==> src/rtl/wb_counter_bank.sv <==
// wb_counter_bank: Wishbone-mapped bank of CHANNELS programmable WIDTH-bit counters/timers.
// Define COUNTER_BANK_PRESCALER_EN to add the shared 8-bit step prescaler at 0xF0.
module wb_counter_bank #(
    parameter int WIDTH    = 16,
    parameter int CHANNELS = 4
) (
    input  logic                      clk,
    input  logic                      reset,
    input  logic                      wb_cyc,
    input  logic                      wb_stb,
    input  logic                      wb_we,
    input  logic [3:0]                wb_sel,
    input  logic [7:0]                wb_adr,
    input  logic [31:0]               wb_dat_i,
    output logic                      wb_ack,
    output logic [31:0]               wb_dat_o,
    input  logic [CHANNELS-1:0]       la_load,
    input  logic [WIDTH-1:0]          la_data,
    output logic [CHANNELS*WIDTH-1:0] count,
    output logic                      irq
);
    logic access, tick;
    logic [31:0] mask, rdata, glob;
    logic [3:0] ch;
    logic [15:0] en_a, down_a, per_a, ien_a, match_a, irq_v;
    logic [WIDTH-1:0] cnt_a [16];
    logic [WIDTH-1:0] rld_a [16];
    logic unused_adr;

    assign access = wb_cyc & wb_stb & ~wb_ack;
    assign mask = {{8{wb_sel[3]}}, {8{wb_sel[2]}}, {8{wb_sel[1]}}, {8{wb_sel[0]}}};
    assign ch = wb_adr[7:4];
    assign unused_adr = ^wb_adr[1:0];

`ifdef COUNTER_BANK_PRESCALER_EN
    logic [7:0] presc, div;
    logic wr_presc;
    assign wr_presc = access & wb_we & (wb_adr[7:2] == 6'h3C);
    assign tick = div == presc;
    assign glob = 32'(presc);
    always_ff @(posedge clk) begin
        if (reset) begin
            presc <= '0;
            div   <= '0;
        end else begin
            if (wr_presc & wb_sel[0]) presc <= wb_dat_i[7:0];
            div <= (wr_presc | tick) ? 8'd0 : div + 8'd1;
        end
    end
`else
    assign tick = 1'b1;
    assign glob = '0;
`endif

    for (genvar g = 0; g < 16; g++) begin : g_ch
        if (g < CHANNELS) begin : g_on
            logic [WIDTH-1:0] cnt, rld, cnt_n;
            logic [3:0] ctrl, ctrl_n;
            logic match, match_n, wr, wr_cnt, step, hit;
            assign wr = access & wb_we & (wb_adr[7:4] == 4'(g));
            assign wr_cnt = wr & (wb_adr[3:2] == 2'd1);
            // COUNT writes and LA loads pre-empt the step, match detection included
            assign step = ctrl[0] & tick & ~wr_cnt & ~la_load[g];
            assign hit = ctrl[1] ? cnt == '0 : cnt == rld;
            assign cnt_n = wr_cnt ? WIDTH'((32'(cnt) & ~mask) | (wb_dat_i & mask))
                         : la_load[g] ? la_data
                         : !step ? cnt
                         : !hit ? (ctrl[1] ? cnt - WIDTH'(1) : cnt + WIDTH'(1))
                         : !ctrl[2] ? cnt
                         : ctrl[1] ? rld : '0;
            assign ctrl_n = (wr & wb_adr[3:2] == 2'd0) ? 4'((32'(ctrl) & ~mask) | (wb_dat_i & mask))
                          : (step & hit & ~ctrl[2]) ? {ctrl[3:1], 1'b0} : ctrl;
            assign match_n = (step & hit) | (match & ~(wr & wb_adr[3:2] == 2'd3 & wb_sel[0] & wb_dat_i[0]));
            always_ff @(posedge clk) begin
                if (reset) begin
                    cnt   <= '0;
                    rld   <= '0;
                    ctrl  <= '0;
                    match <= 1'b0;
                end else begin
                    cnt   <= cnt_n;
                    ctrl  <= ctrl_n;
                    match <= match_n;
                    if (wr & wb_adr[3:2] == 2'd2) rld <= WIDTH'((32'(rld) & ~mask) | (wb_dat_i & mask));
                end
            end
            assign {ien_a[g], per_a[g], down_a[g], en_a[g]} = ctrl;
            assign match_a[g] = match;
            assign cnt_a[g] = cnt;
            assign rld_a[g] = rld;
            assign irq_v[g] = match_n & ctrl_n[3];
            assign count[g*WIDTH +: WIDTH] = cnt;
        end else begin : g_off
            assign {ien_a[g], per_a[g], down_a[g], en_a[g]} = 4'd0;
            assign match_a[g] = 1'b0;
            assign cnt_a[g] = '0;
            assign rld_a[g] = '0;
            assign irq_v[g] = 1'b0;
        end
    end

    // Unmapped channels are tied to zero above, so only 0xF0 needs special handling
    assign rdata = wb_adr[3:2] == 2'd0 ? (ch == 4'hF ? glob : 32'({ien_a[ch], per_a[ch], down_a[ch], en_a[ch]}))
                 : wb_adr[3:2] == 2'd1 ? 32'(cnt_a[ch])
                 : wb_adr[3:2] == 2'd2 ? 32'(rld_a[ch])
                 : 32'(match_a[ch]);

    always_ff @(posedge clk) begin
        if (reset) begin
            wb_ack   <= 1'b0;
            wb_dat_o <= '0;
            irq      <= 1'b0;
        end else begin
            wb_ack <= access;
            if (access & ~wb_we) wb_dat_o <= rdata;
            irq <= |irq_v;
        end
    end
endmodule

==> config.mk <==
export PLATFORM = sky130hd
export DESIGN_NAME = wb_counter_bank
export DESIGN_NICKNAME = d
export VERILOG_FILES = /design/src/rtl/wb_counter_bank.sv
export SDC_FILE = /design/constraint.sdc
export NUM_CORES = 1
export LEC_CHECK = 0
export BUFFER_PORTS_ARGS = -buffer_cell sky130_fd_sc_hd__buf_2
export CAP_MARGIN = 20
export CORE_AREA = 2 2 163 165
export CTS_CLUSTER_SIZE = 25
export DETAILED_ROUTE_END_ITERATION = 10
export DIE_AREA = 0 0 165 167
export GPL_ROUTABILITY_DRIVEN = 0
export PLACE_DENSITY = 0.7
export SLEW_MARGIN = 10
export SYNTH_ARGS = -nofsm -noshare
export SYNTH_HDL_FRONTEND = slang
export SYNTH_SLANG_ARGS = --single-unit
==> constraint.sdc <==
create_clock -name clk -period 3.3 [get_ports clk]
set_input_delay 0.165 -clock clk [delete_from_list [all_inputs] [get_ports clk]]
set_output_delay 0.165 -clock clk [all_outputs]
set_load 0.03 [all_outputs]
==> flow_metrics.tcl <==
set metrics [dict create \
    layout-drive-gt1-share_pct 16.7 \
    dp_hpwl_mm 39.5 \
    dp_cells 1983 \
    start_kind "flip-flop" \
    slew-limit-headroom_pct 32.3 \
    wirelength_mm 53.0 \
    netlist.area_leader.share_pct 26.3 \
    cp-end-kind "flip-flop" \
    ys_async_sr_fraction_pct 0 \
    overflow 0 \
    irDropWorstVdd_mv 0.316 \
    crit_fanout 20 \
    power.density_mw_per_mm2 371 \
    setup_viol 0 \
    syn-cell-area_sq_mm 0.0126 \
    ioPinCount 167 \
    synth_top_area_cell "dfxtp_1" \
    drt_iter0_markers 2453 \
    worst_path_max_delay_cell "a21oi_2" \
    core_area_sq_mm 0.0258 \
    period_share_pct 94.4 \
    htree_levels 4 \
    maxCapViolCount 0 \
    dr.pass1.iters 8 \
    crit_type "flip-flop to flip-flop" \
    slew_viol_final 0 \
    rsz0062_at_grt "no" \
    postSynthCellCount 1556 \
    cts_made_buffers 17 \
    grt_pass1_vias 12700 \
    grt_start_max_net_pins 73 \
    postSynthAreaPerCell_sq_um 8.13 \
    grt_pass1_wl_mm 77.8 \
    worst_pin_slew_ns 1.01 \
    power.leakage_nw 5.86 \
    drtAntennaViolNets 0 \
    cts.sinks 166 \
    cts_tree "built" \
    cts-root-buf "clkbuf_16" \
    clk_pin_slew_ns 0.07 \
    die_y_um 167 \
    slowest_delay_ns 0.77 \
    status "finished, final reports clean" \
    place.port_buffers 130 \
    rows 59 \
    cts_setup_buffers 0 \
    min_path_type "input pin to flip-flop" \
    synth.distinct_cells 77 \
    fillers 2393 \
    drt-vias-per-instance 6.91 \
    post-route-min-period_ns 3.12 \
    whs_path_depth 3 \
    grtUsageTotal_pct 37.7 \
    clk_latency_ns 0.44 \
    cts-resized-gates 0 \
    worstHoldStart "wb_dat_i[12]" \
    worst-r2r-setup-slack_ns 0.18 \
    synth_warnings 0 \
    skew_ns 0.0127 \
    synth_area_leaders "dfxtp_1 26%, a21oi_1 7.2%, mux4_2 6.8%, xnor2_1 6.6%, ha_1 5.5%" \
    total_power_w 0.00530 \
    initial_core_util_pct 49.1 \
    finalHoldViolCount 0 \
    syn_to_final_growth_pct 12.9 \
    synthFlopType "dfxtp_1" \
    cp.arrival_ns 3.45 \
    multi_input_comb_area_sq_mm 0.00878 \
    fmax_ghz 0.321 \
    crit_chain "xnor2_1 > nand3_1 > nor3_1 > a21oi_2 > o21ai_2 > a21oi_1 > nor2_1 > nor4_1" \
    tns_ns 0 \
    wl_per_cell_um 26.3 \
    dieArea_sq_mm 0.0276 \
    synth_edf_count 0 \
    ys_seq_elements 166 \
    worst_r2r_path_depth 8 \
    clk_path_buf_depth 2 \
    fin_cells 2017 \
    antenna_found_initial 0 \
    synth_seq_area_share_pct 26.3 \
    dieWidth_um 165 \
    seqCellArea_sq_mm 0.00332 \
    via_count 13900 \
    ctsHoldBuffers 1 \
    worstPathRequired_ns 3.64 \
    nets 1797 \
    post-route-drc-count 0 \
]
-- synth_stat cells (all sizes together) (4+ instances only) --
cell type	count
o221ai	10
nand4	17
o21bai	11
o21ai	93
buf	40
o31ai	7
a221oi	27
a21o	20
mux4	38
nor2	128
clkbuf	65
a21oi	187
nand3	58
o41ai	5
nor2b	9
fa	4
o211ai	13
xnor2	96
and3	12
nand3b	5
o22ai	6
mux2i	39
a2111oi	6
nor3	40
dfxtp	166
nand2	146
or2	5
xor2	20
o21a	8
a32oi	4
nor4	23
a211oi	12
ha	56
or3	6
a32o	14
and2	13
nand2b	11
inv	34
a221o	8
a22oi	14
a31oi	19
nor3b	13
a211o	6
nand4b	4
-- stage by stage --
stage	area [sq um]	hold WS, ns	setup WS, ns	util [%]
2_1_floorplan	12700	0.305	0.520	-
3_3_place_gp	13700	0.446	0.332	53.2
3_5_place_dp	13700	0.444	0.364	53.2
4_1_cts	14300	0.00807	0.338	55.4
5_1_grt	14300	0.0439	0.113	55.4
6_report	14300	0.0173	0.184	55.4
-- final cells by class --
cell class,instances,share of cell area (%)
Antenna cell,1,0.0175
Clock buffer,20,3.06
Clock inverter,12,0.841
Inverter,36,0.946
Multi-Input combinational cell,1264,61.5
Sequential cell,166,23.3
Tap cell,335,2.94
Timing Repair Buffer,183,7.47
-- per-layer routing --
metal | track usage (%) | routed length [um] | vias up
met5 | 0 | 0 | -
met4 | 21.6 | 4010 | 0
met3 | 12.3 | 7800 | 279
met2 | 55.0 | 21800 | 1148
met1 | 48.6 | 19400 | 6481
li1 | - | - | 6033
-- worst max-delay path, delay by kind of cell, from the launching register on --
| family | cells | cell delay (ns) |
|---|---|---|
| simple gates | 4 | 0.64 |
| flops | 1 | 0.68 |
| compound gates | 3 | 1.53 |
| xor+xnor | 1 | 0.15 |
-- report_power, final --
part	total (W)	internal, W	switching, W
sequential	0.00223	0.00207	0.000163
clock	0.00198	0.00105	0.000922
combinational	0.00109	0.000376	0.000718
total	0.00530	0.00350	0.00180
-- placed cells by master (no fill, tap or decap), types with 14 or more instances in the layout --
cell type / synthesis / final
xnor2_1: 96 / 96
nor3_1: 40 / 39
nand4_1: 17 / 17
mux4_2: 38 / 38
clkbuf_16: 0 / 17
dfxtp_1: 166 / 166
xor2_1: 20 / 20
o21ai_0: 86 / 86
ha_1: 56 / 56
nor2_1: 126 / 126
mux2i_1: 39 / 39
a21oi_1: 182 / 182
a221oi_1: 27 / 27
a31oi_1: 19 / 19
inv_1: 34 / 34
nand3_1: 58 / 58
a32o_1: 14 / 14
a21o_1: 20 / 20
conb_1: 1 / 16
buf_4: 16 / 52
nand2_1: 146 / 146
buf_2: 15 / 129
a22oi_1: 14 / 14
nor4_1: 18 / 18
-- kinds of logic after synthesis --
logic type | after synthesis | synth area share, %
compound gates | 492 | 25.0
simple gates | 503 | 19.7
fa+ha+maj | 60 | 6.17
buf+inv | 141 | 4.87
xor+xnor | 116 | 8.03
flops | 166 | 26.3
other cells | 1 | 0.0297
mux | 77 | 9.86
-- how the worst max path moves through the flow --
stage                         start   endpoint  slack [ns]  cells past startpoint
3_3_place_gp   g_ch[0].g_on.ctrl[1]  flip-flop        0.33                     10
5_1_grt        g_ch[3].g_on.ctrl[1]  flip-flop        0.11                      9
6_report                  flip-flop  flip-flop        0.18                      8
2_1_floorplan  g_ch[0].g_on.ctrl[1]  flip-flop        0.52                      9
3_5_place_dp   g_ch[0].g_on.ctrl[1]  flip-flop        0.36                     10
4_1_cts        g_ch[0].g_on.ctrl[1]  flip-flop        0.34                      9
Note: power is estimated with default switching activity, not from simulation.
